File: src/rtl/alu_share_arbiter.sv
// Shared ALU with a round-robin arbiter over NUM_REQ valid/ready requesters.
// One operation in flight: IDLE (arbitrate) -> EXEC (evaluate) -> RESP (hold result).

// Combinational ALU; o_legal flags whether i_func is one of the defined codes.
module alu_share_arbiter_alu #(
  parameter int unsigned WORD_SIZE = 32,
  parameter int unsigned FUNC_BITS = 5
) (
  input  logic [WORD_SIZE-1:0] i_in1,
  input  logic [WORD_SIZE-1:0] i_in2,
  input  logic [FUNC_BITS-1:0] i_func,
  output logic [WORD_SIZE-1:0] o_out,
  output logic                 o_legal
);
  localparam int unsigned HALF = WORD_SIZE / 2;

  localparam logic [FUNC_BITS-1:0] FN_ADD  = FUNC_BITS'(5'b00000);
  localparam logic [FUNC_BITS-1:0] FN_SUB  = FUNC_BITS'(5'b00001);
  localparam logic [FUNC_BITS-1:0] FN_AND  = FUNC_BITS'(5'b00100);
  localparam logic [FUNC_BITS-1:0] FN_OR   = FUNC_BITS'(5'b00101);
  localparam logic [FUNC_BITS-1:0] FN_XOR  = FUNC_BITS'(5'b00110);
  localparam logic [FUNC_BITS-1:0] FN_MVHI = FUNC_BITS'(5'b01011);
  localparam logic [FUNC_BITS-1:0] FN_NAND = FUNC_BITS'(5'b01100);
  localparam logic [FUNC_BITS-1:0] FN_NOR  = FUNC_BITS'(5'b01101);
  localparam logic [FUNC_BITS-1:0] FN_XNOR = FUNC_BITS'(5'b01110);
  localparam logic [FUNC_BITS-1:0] FN_F    = FUNC_BITS'(5'b10000);
  localparam logic [FUNC_BITS-1:0] FN_EQ   = FUNC_BITS'(5'b10001);
  localparam logic [FUNC_BITS-1:0] FN_LT   = FUNC_BITS'(5'b10010);
  localparam logic [FUNC_BITS-1:0] FN_LTE  = FUNC_BITS'(5'b10011);
  localparam logic [FUNC_BITS-1:0] FN_T    = FUNC_BITS'(5'b11000);
  localparam logic [FUNC_BITS-1:0] FN_NE   = FUNC_BITS'(5'b11001);
  localparam logic [FUNC_BITS-1:0] FN_GTE  = FUNC_BITS'(5'b11010);
  localparam logic [FUNC_BITS-1:0] FN_GT   = FUNC_BITS'(5'b11011);

  // Function decode; undefined codes drive zero rather than floating
  always_comb begin
    o_out   = '0;
    o_legal = 1'b1;
    case (i_func)
      FN_ADD:  o_out = i_in1 + i_in2;
      FN_SUB:  o_out = i_in1 - i_in2;
      FN_AND:  o_out = i_in1 & i_in2;
      FN_OR:   o_out = i_in1 | i_in2;
      FN_XOR:  o_out = i_in1 ^ i_in2;
      FN_NAND: o_out = ~(i_in1 & i_in2);
      FN_NOR:  o_out = ~(i_in1 | i_in2);
      FN_XNOR: o_out = ~(i_in1 ^ i_in2);
      FN_MVHI: o_out = i_in1 << HALF;
      FN_F:    o_out = '0;
      FN_EQ:   o_out = WORD_SIZE'(i_in1 == i_in2);
      FN_LT:   o_out = WORD_SIZE'(i_in1 < i_in2);
      FN_LTE:  o_out = WORD_SIZE'(i_in1 <= i_in2);
      FN_T:    o_out = WORD_SIZE'(1);
      FN_NE:   o_out = WORD_SIZE'(i_in1 != i_in2);
      FN_GTE:  o_out = WORD_SIZE'(i_in1 >= i_in2);
      FN_GT:   o_out = WORD_SIZE'(i_in1 > i_in2);
      default: o_legal = 1'b0;
    endcase
  end
endmodule

module alu_share_arbiter #(
  parameter int unsigned NUM_REQ   = 4,
  parameter int unsigned WORD_SIZE = 32,
  parameter int unsigned FUNC_BITS = 5
) (
  input  logic                           clk,
  input  logic                           reset,
  input  logic [NUM_REQ-1:0]             req_valid,
  output logic [NUM_REQ-1:0]             req_ready,
  input  logic [NUM_REQ*WORD_SIZE-1:0]   req_in1,
  input  logic [NUM_REQ*WORD_SIZE-1:0]   req_in2,
  input  logic [NUM_REQ*FUNC_BITS-1:0]   req_func,
  output logic [NUM_REQ-1:0]             rsp_valid,
  input  logic [NUM_REQ-1:0]             rsp_ready,
  output logic [WORD_SIZE-1:0]           rsp_data,
  output logic                           rsp_err,
  output logic                           busy
);
  localparam int unsigned IDX_W = (NUM_REQ > 1) ? $clog2(NUM_REQ) : 1;

  localparam logic [1:0] S_IDLE = 2'd0;
  localparam logic [1:0] S_EXEC = 2'd1;
  localparam logic [1:0] S_RESP = 2'd2;

  logic [1:0]           r_state;
  logic [1:0]           w_state_nxt;
  logic [IDX_W-1:0]     r_rr_ptr;
  logic [IDX_W-1:0]     r_owner;
  logic [WORD_SIZE-1:0] r_in1;
  logic [WORD_SIZE-1:0] r_in2;
  logic [FUNC_BITS-1:0] r_func;
  logic [WORD_SIZE-1:0] r_res;
  logic                 r_err;

  logic [WORD_SIZE-1:0] w_in1  [NUM_REQ];
  logic [WORD_SIZE-1:0] w_in2  [NUM_REQ];
  logic [FUNC_BITS-1:0] w_func [NUM_REQ];
  logic                 w_found;
  logic [IDX_W-1:0]     w_grant_idx;
  int unsigned          w_cand;
  logic                 w_accept;
  logic [IDX_W-1:0]     w_ptr_nxt;
  logic [WORD_SIZE-1:0] w_alu_out;
  logic                 w_alu_legal;

  // Unpack the flattened request buses into per-requester arrays
  for (genvar g = 0; g < NUM_REQ; g++) begin : g_unpack
    assign w_in1[g]  = req_in1[g*WORD_SIZE +: WORD_SIZE];
    assign w_in2[g]  = req_in2[g*WORD_SIZE +: WORD_SIZE];
    assign w_func[g] = req_func[g*FUNC_BITS +: FUNC_BITS];
  end

  // Round-robin search: first valid requester at or after r_rr_ptr, with wrap
  always_comb begin
    w_found     = 1'b0;
    w_grant_idx = '0;
    w_cand      = 0;
    for (int unsigned k = 0; k < NUM_REQ; k++) begin
      w_cand = 32'(r_rr_ptr) + k;
      if (w_cand >= NUM_REQ) w_cand = w_cand - NUM_REQ;
      if (!w_found && req_valid[IDX_W'(w_cand)]) begin
        w_found     = 1'b1;
        w_grant_idx = IDX_W'(w_cand);
      end
    end
  end

  // Grant only from IDLE and never during reset; depends on state, not rsp_ready
  always_comb begin
    w_accept  = (r_state == S_IDLE) && !reset && w_found;
    req_ready = w_accept ? (NUM_REQ'(1) << w_grant_idx) : '0;
    w_ptr_nxt = (w_grant_idx == IDX_W'(NUM_REQ - 1)) ? '0 : w_grant_idx + IDX_W'(1);
  end

  // Next-state logic
  always_comb begin
    w_state_nxt = r_state;
    case (r_state)
      S_IDLE:  if (w_found) w_state_nxt = S_EXEC;
      S_EXEC:  w_state_nxt = S_RESP;
      S_RESP:  if (rsp_ready[r_owner]) w_state_nxt = S_IDLE;
      default: w_state_nxt = S_IDLE;
    endcase
  end

  // State register
  always_ff @(posedge clk) begin
    if (reset) r_state <= S_IDLE;
    else       r_state <= w_state_nxt;
  end

  // Operand/owner capture on grant, result capture at the end of EXEC
  always_ff @(posedge clk) begin
    if (reset) begin
      r_rr_ptr <= '0;
      r_owner  <= '0;
      r_in1    <= '0;
      r_in2    <= '0;
      r_func   <= '0;
      r_res    <= '0;
      r_err    <= 1'b0;
    end else begin
      if (w_accept) begin
        r_in1    <= w_in1[w_grant_idx];
        r_in2    <= w_in2[w_grant_idx];
        r_func   <= w_func[w_grant_idx];
        r_owner  <= w_grant_idx;
        r_rr_ptr <= w_ptr_nxt;
      end
      if (r_state == S_EXEC) begin
        r_res <= w_alu_legal ? w_alu_out : '0;
        r_err <= !w_alu_legal;
      end
    end
  end

  alu_share_arbiter_alu #(
    .WORD_SIZE (WORD_SIZE),
    .FUNC_BITS (FUNC_BITS)
  ) u_alu (
    .i_in1   (r_in1),
    .i_in2   (r_in2),
    .i_func  (r_func),
    .o_out   (w_alu_out),
    .o_legal (w_alu_legal)
  );

  // Response outputs decoded straight from registers
  always_comb begin
    rsp_valid = (r_state == S_RESP) ? (NUM_REQ'(1) << r_owner) : '0;
    rsp_data  = r_res;
    rsp_err   = r_err;
    busy      = (r_state != S_IDLE);
  end
endmodule

File: config.mk
export PLATFORM = sky130hd
export DESIGN_NAME = alu_share_arbiter
export DESIGN_NICKNAME = d
export VERILOG_FILES = /design/src/rtl/alu_share_arbiter.sv
export SDC_FILE = /design/constraint.sdc
export NUM_CORES = 1
export LEC_CHECK = 0
export ABC_CLOCK_PERIOD_IN_PS = 8800
export BUFFER_PORTS_ARGS = -buffer_cell sky130_fd_sc_hd__buf_2
export CORE_ASPECT_RATIO = 1.2
export CORE_MARGIN = 10
export CORE_UTILIZATION = 43
export DETAILED_ROUTE_END_ITERATION = 7
export GPL_TIMING_DRIVEN = 0
export MAX_ROUTING_LAYER = met4
export PLACE_DENSITY = 0.65
export SLEW_MARGIN = 20
export SYNTH_ARGS = -nofsm -noshare
export SYNTH_HDL_FRONTEND = slang
export SYNTH_SLANG_ARGS = --single-unit
File: constraint.sdc
create_clock -name clk -period 8.8 [get_ports clk]
set_input_delay 0 -clock clk [delete_from_list [all_inputs] [get_ports clk]]
set_output_delay 0 -clock clk [all_outputs]
set_load 0.01 [all_outputs]
==> impl_metrics.py <==
metrics = {
    "worst_setup_path": {
        "cp.depth": 11,
        "worst-path-max-fanout": 10,
        "slowest_delay_ns": 0.86,
        "r2r.worst_path.cells": 11,
        "critPathCaptureType": "register",
        "crit_path_start_kind": "register",
        "crit_type": "register to register",
        "crit_buf_inv": 2,
        "rrSetupSlack_ns": 4.24,
        "r2r-end": "rsp_data[0]",
        "path_cells": "inv_1, ha_1, buf_2, nor3_1, nand2_1, or4b_1, nor4_1, nand2_1, mux2i_1, a221oi_1, a311oi_1",
        "crit_top_cell": "nand2_1",
        "reg2reg_from": "r_in1[13]",
        "crit_arrival_ns": 4.78,
        "cp_slowest_cell": "nor4_1",
        "cp.required_ns": 9.02,
        "crit_family": "simple AND/OR/NAND/NOR gates",
    },
    "worst_hold_path": {
        "holdPathStages": 5,
        "hold_end": "r_in2[4]",
        "min_path_type": "input port to register",
        "hold_start": "req_in2[36]",
    },
    "placed_design": {
        "io_buffers": 326,
        "pre_cts_slack_ns": 4.64,
        "gp_congestion": 1.07,
        "place_hpwl_mm": 56.1,
    },
    "yosys": {
        "synth-seq-cells": 108,
        "syn_nets": 2228,
        "yosysSeqAreaShare": 0.177,
        "synth.avg_cell_area_um2": 6.70,
        "yosys.area.top_type": "dfxtp_1",
        "synth_edf_count": 0,
        "async_reset_ff_frac": 0,
        "synth_top_area_share": 0.177,
        "synthTopCellsByArea": "dfxtp_1 (18%), ha_1 (11%), a21oi_1 (9.8%)",
        "synthesis.area_um2": 12200,
        "yosysUniqueCellTypes": 85,
        "ys.flop_type": "dfxtp_1",
        "ys_warn_count": 0,
        "postSynthCellCount": 1828,
    },
    "route": {
        "wirelength_mm": 73.4,
        "drc": 0,
        "vias": 17200,
        "dr.first_iter.drc_count": 2268,
        "viasPerCell": 6.53,
        "wl_per_cell_um": 27.9,
        "final_antenna_net_count": 0,
        "drt_pass1_iterations": 6,
    },
    "sta": {
        "min_period_ns": 4.56,
        "finalClockSkew_ns": 0.0217,
        "fin_crit_sh": 0.518,
        "layout_setup_ws_ns": 4.24,
        "worst_slew_pin_slew_ns": 1.22,
        "grt_setup_unrepaired": "false",
        "fin_hold_ws_ns": -0.00364,
        "fmaxAchievable_mhz": 219,
        "max_slew_margin": 0.186,
        "finalSetupTns_ns": 0,
        "hold_viol": 1,
        "setup_viol": 0,
        "drv_slew": 0,
    },
    "floorplanning": {
        "start_util": 0.437,
        "core_um2": 28000,
        "die_w_um": 174,
        "row_count": 67,
        "fp.dieH_um": 205,
        "io_pins": 328,
        "dieArea_um2": 35600,
    },
    "clock_network": {
        "postCtsHoldBufs": 71,
        "clock_latency_ns": 0.39,
        "cts_tree": "yes",
        "cts.sinks": 108,
        "cts_root_buf": "clkbuf_16",
        "clock_path_buffers": 2,
        "numCtsBuffers": 9,
        "post-cts-setup-buffer-count": 0,
        "path_clk_slew_ns": 0.10,
        "cts_resized": 0,
        "cts_max_level": 3,
    },
    "pwr": {
        "power.density_nw_per_um2": 244,
        "vdd_drop_max_v": 0.000140,
        "leakagePower_nw": 6.72,
    },
    "layout": {
        "area_growth_pct": 25.8,
        "drive_gt1_frac": 0.173,
        "fin_nets": 2637,
        "fillers": 2746,
        "mostFrequentLayoutCell": "buf_2",
        "multi_input_area_um2": 9140,
        "regArea_um2": 2160,
        "postLayoutCoreUtil": 0.550,
        "final_cell_mix": "buf_2 (349), a21oi_1 (239), nor2_1 (236), nand2_1 (227), ha_1 (112)",
    },
    "global_route": {
        "grt_pass1_wl_mm": 105,
        "antenna_found_initial": 5,
        "globalRoute.totalOverflow": 0,
        "grt_pass1_vias": 16700,
        "grt_max_degree": 20,
        "grt_use_total": 0.399,
    },
    "flow_run": {
        "drv_cap": 0,
    },
    "status": {
        "outcome": "finished with violations",
        "failed_checks": "negative hold slack",
    },
}
-- report_power, final --
part / internal, mW / switching (mW) / total (mW)
Combinational: 0.833 / 1.71 / 2.54
Sequential: 0.586 / 0.173 / 0.760
Clock: 0.207 / 0.241 / 0.448
Total: 1.63 / 2.13 / 3.75
-- synth_stat cells, drive strengths merged (6+ instances only) --
cell,instances
a21oi,239
nor2,237
nand2,227
ha,112
o21ai,112
dfxtp,108
inv,105
clkbuf,101
nand3,62
a221oi,50
o211ai,49
mux2i,43
buf,38
a211oi,29
nor3,28
a21o,21
a31oi,21
nor4,14
xnor2,14
o21bai,13
o2111ai,12
nand4,11
nor2b,11
a211o,9
and2,9
nand2b,9
xor2,9
a311oi,8
and3,8
o31ai,8
or3,7
a311o,6
-- state kept, by name, summed over array words and instances (netlist names) --
register,flops
r_state,2
r_in2,32
r_owner,2
rsp_err,1
rsp_data,32
r_in1,32
r_rr_ptr,2
r_func,5
-- tightest hold or removal path, stage by stage --
cell and delay, ns:
buf_2 0.09, nand2_1 0.05, a21oi_1 0.12, a21oi_1 0.04, o21ai_0 0.06
-- layout make-up --
type / count / share of cell area
multi-input cells: 1473 / 0.593
repair buffers: 398 / 0.153
flip-flops and latches: 108 / 0.140
plain buffers: 139 / 0.0358
well taps: 379 / 0.0308
inverters: 108 / 0.0263
clock buffers: 10 / 0.0155
clock inverters: 6 / 0.00358
diodes: 7 / 0.00114
-- through the flow --
stage,total power [mW],cells,instance area (µm²)
global route,3.90,2625,15400
detailed placement,3.09,2534,14400
CTS,3.59,2621,15400
finish,3.75,2628,15400
floorplan,2.20,1828,12200
global placement,3.08,2533,14300
-- cells by family after synthesis --
kind of cell	count (synthesis)	share of synthesized area
buf+inv	247	0.0782
mux	45	0.0379
flops	108	0.177
xor+xnor	23	0.0165
fa+ha+maj	114	0.118
compound gates	638	0.337
simple gates	653	0.236
-- layer usage --
metal  global-route usage  wire length (µm)
met5                    -                 0
met3               0.0884              9040
met1                0.474             27400
met2                0.613             31900
met4                0.231              4960
-- how the worst max path moves through the flow --
| stage | slack (ns) | from | to |
|---|---|---|---|
| global placement | 4.59 | r_in1[16] | rsp_data[0] |
| global route | 4.38 | r_in1[16] | rsp_data[0] |
| detailed placement | 4.64 | r_in1[16] | rsp_data[0] |
| finish | 4.24 | r_in1[13] | rsp_data[0] |
| floorplan | 5.91 | r_in1[8] | rsp_data[21] |
| CTS | 4.63 | r_in1[16] | rsp_data[0] |
(Power assumes the default switching activity.)
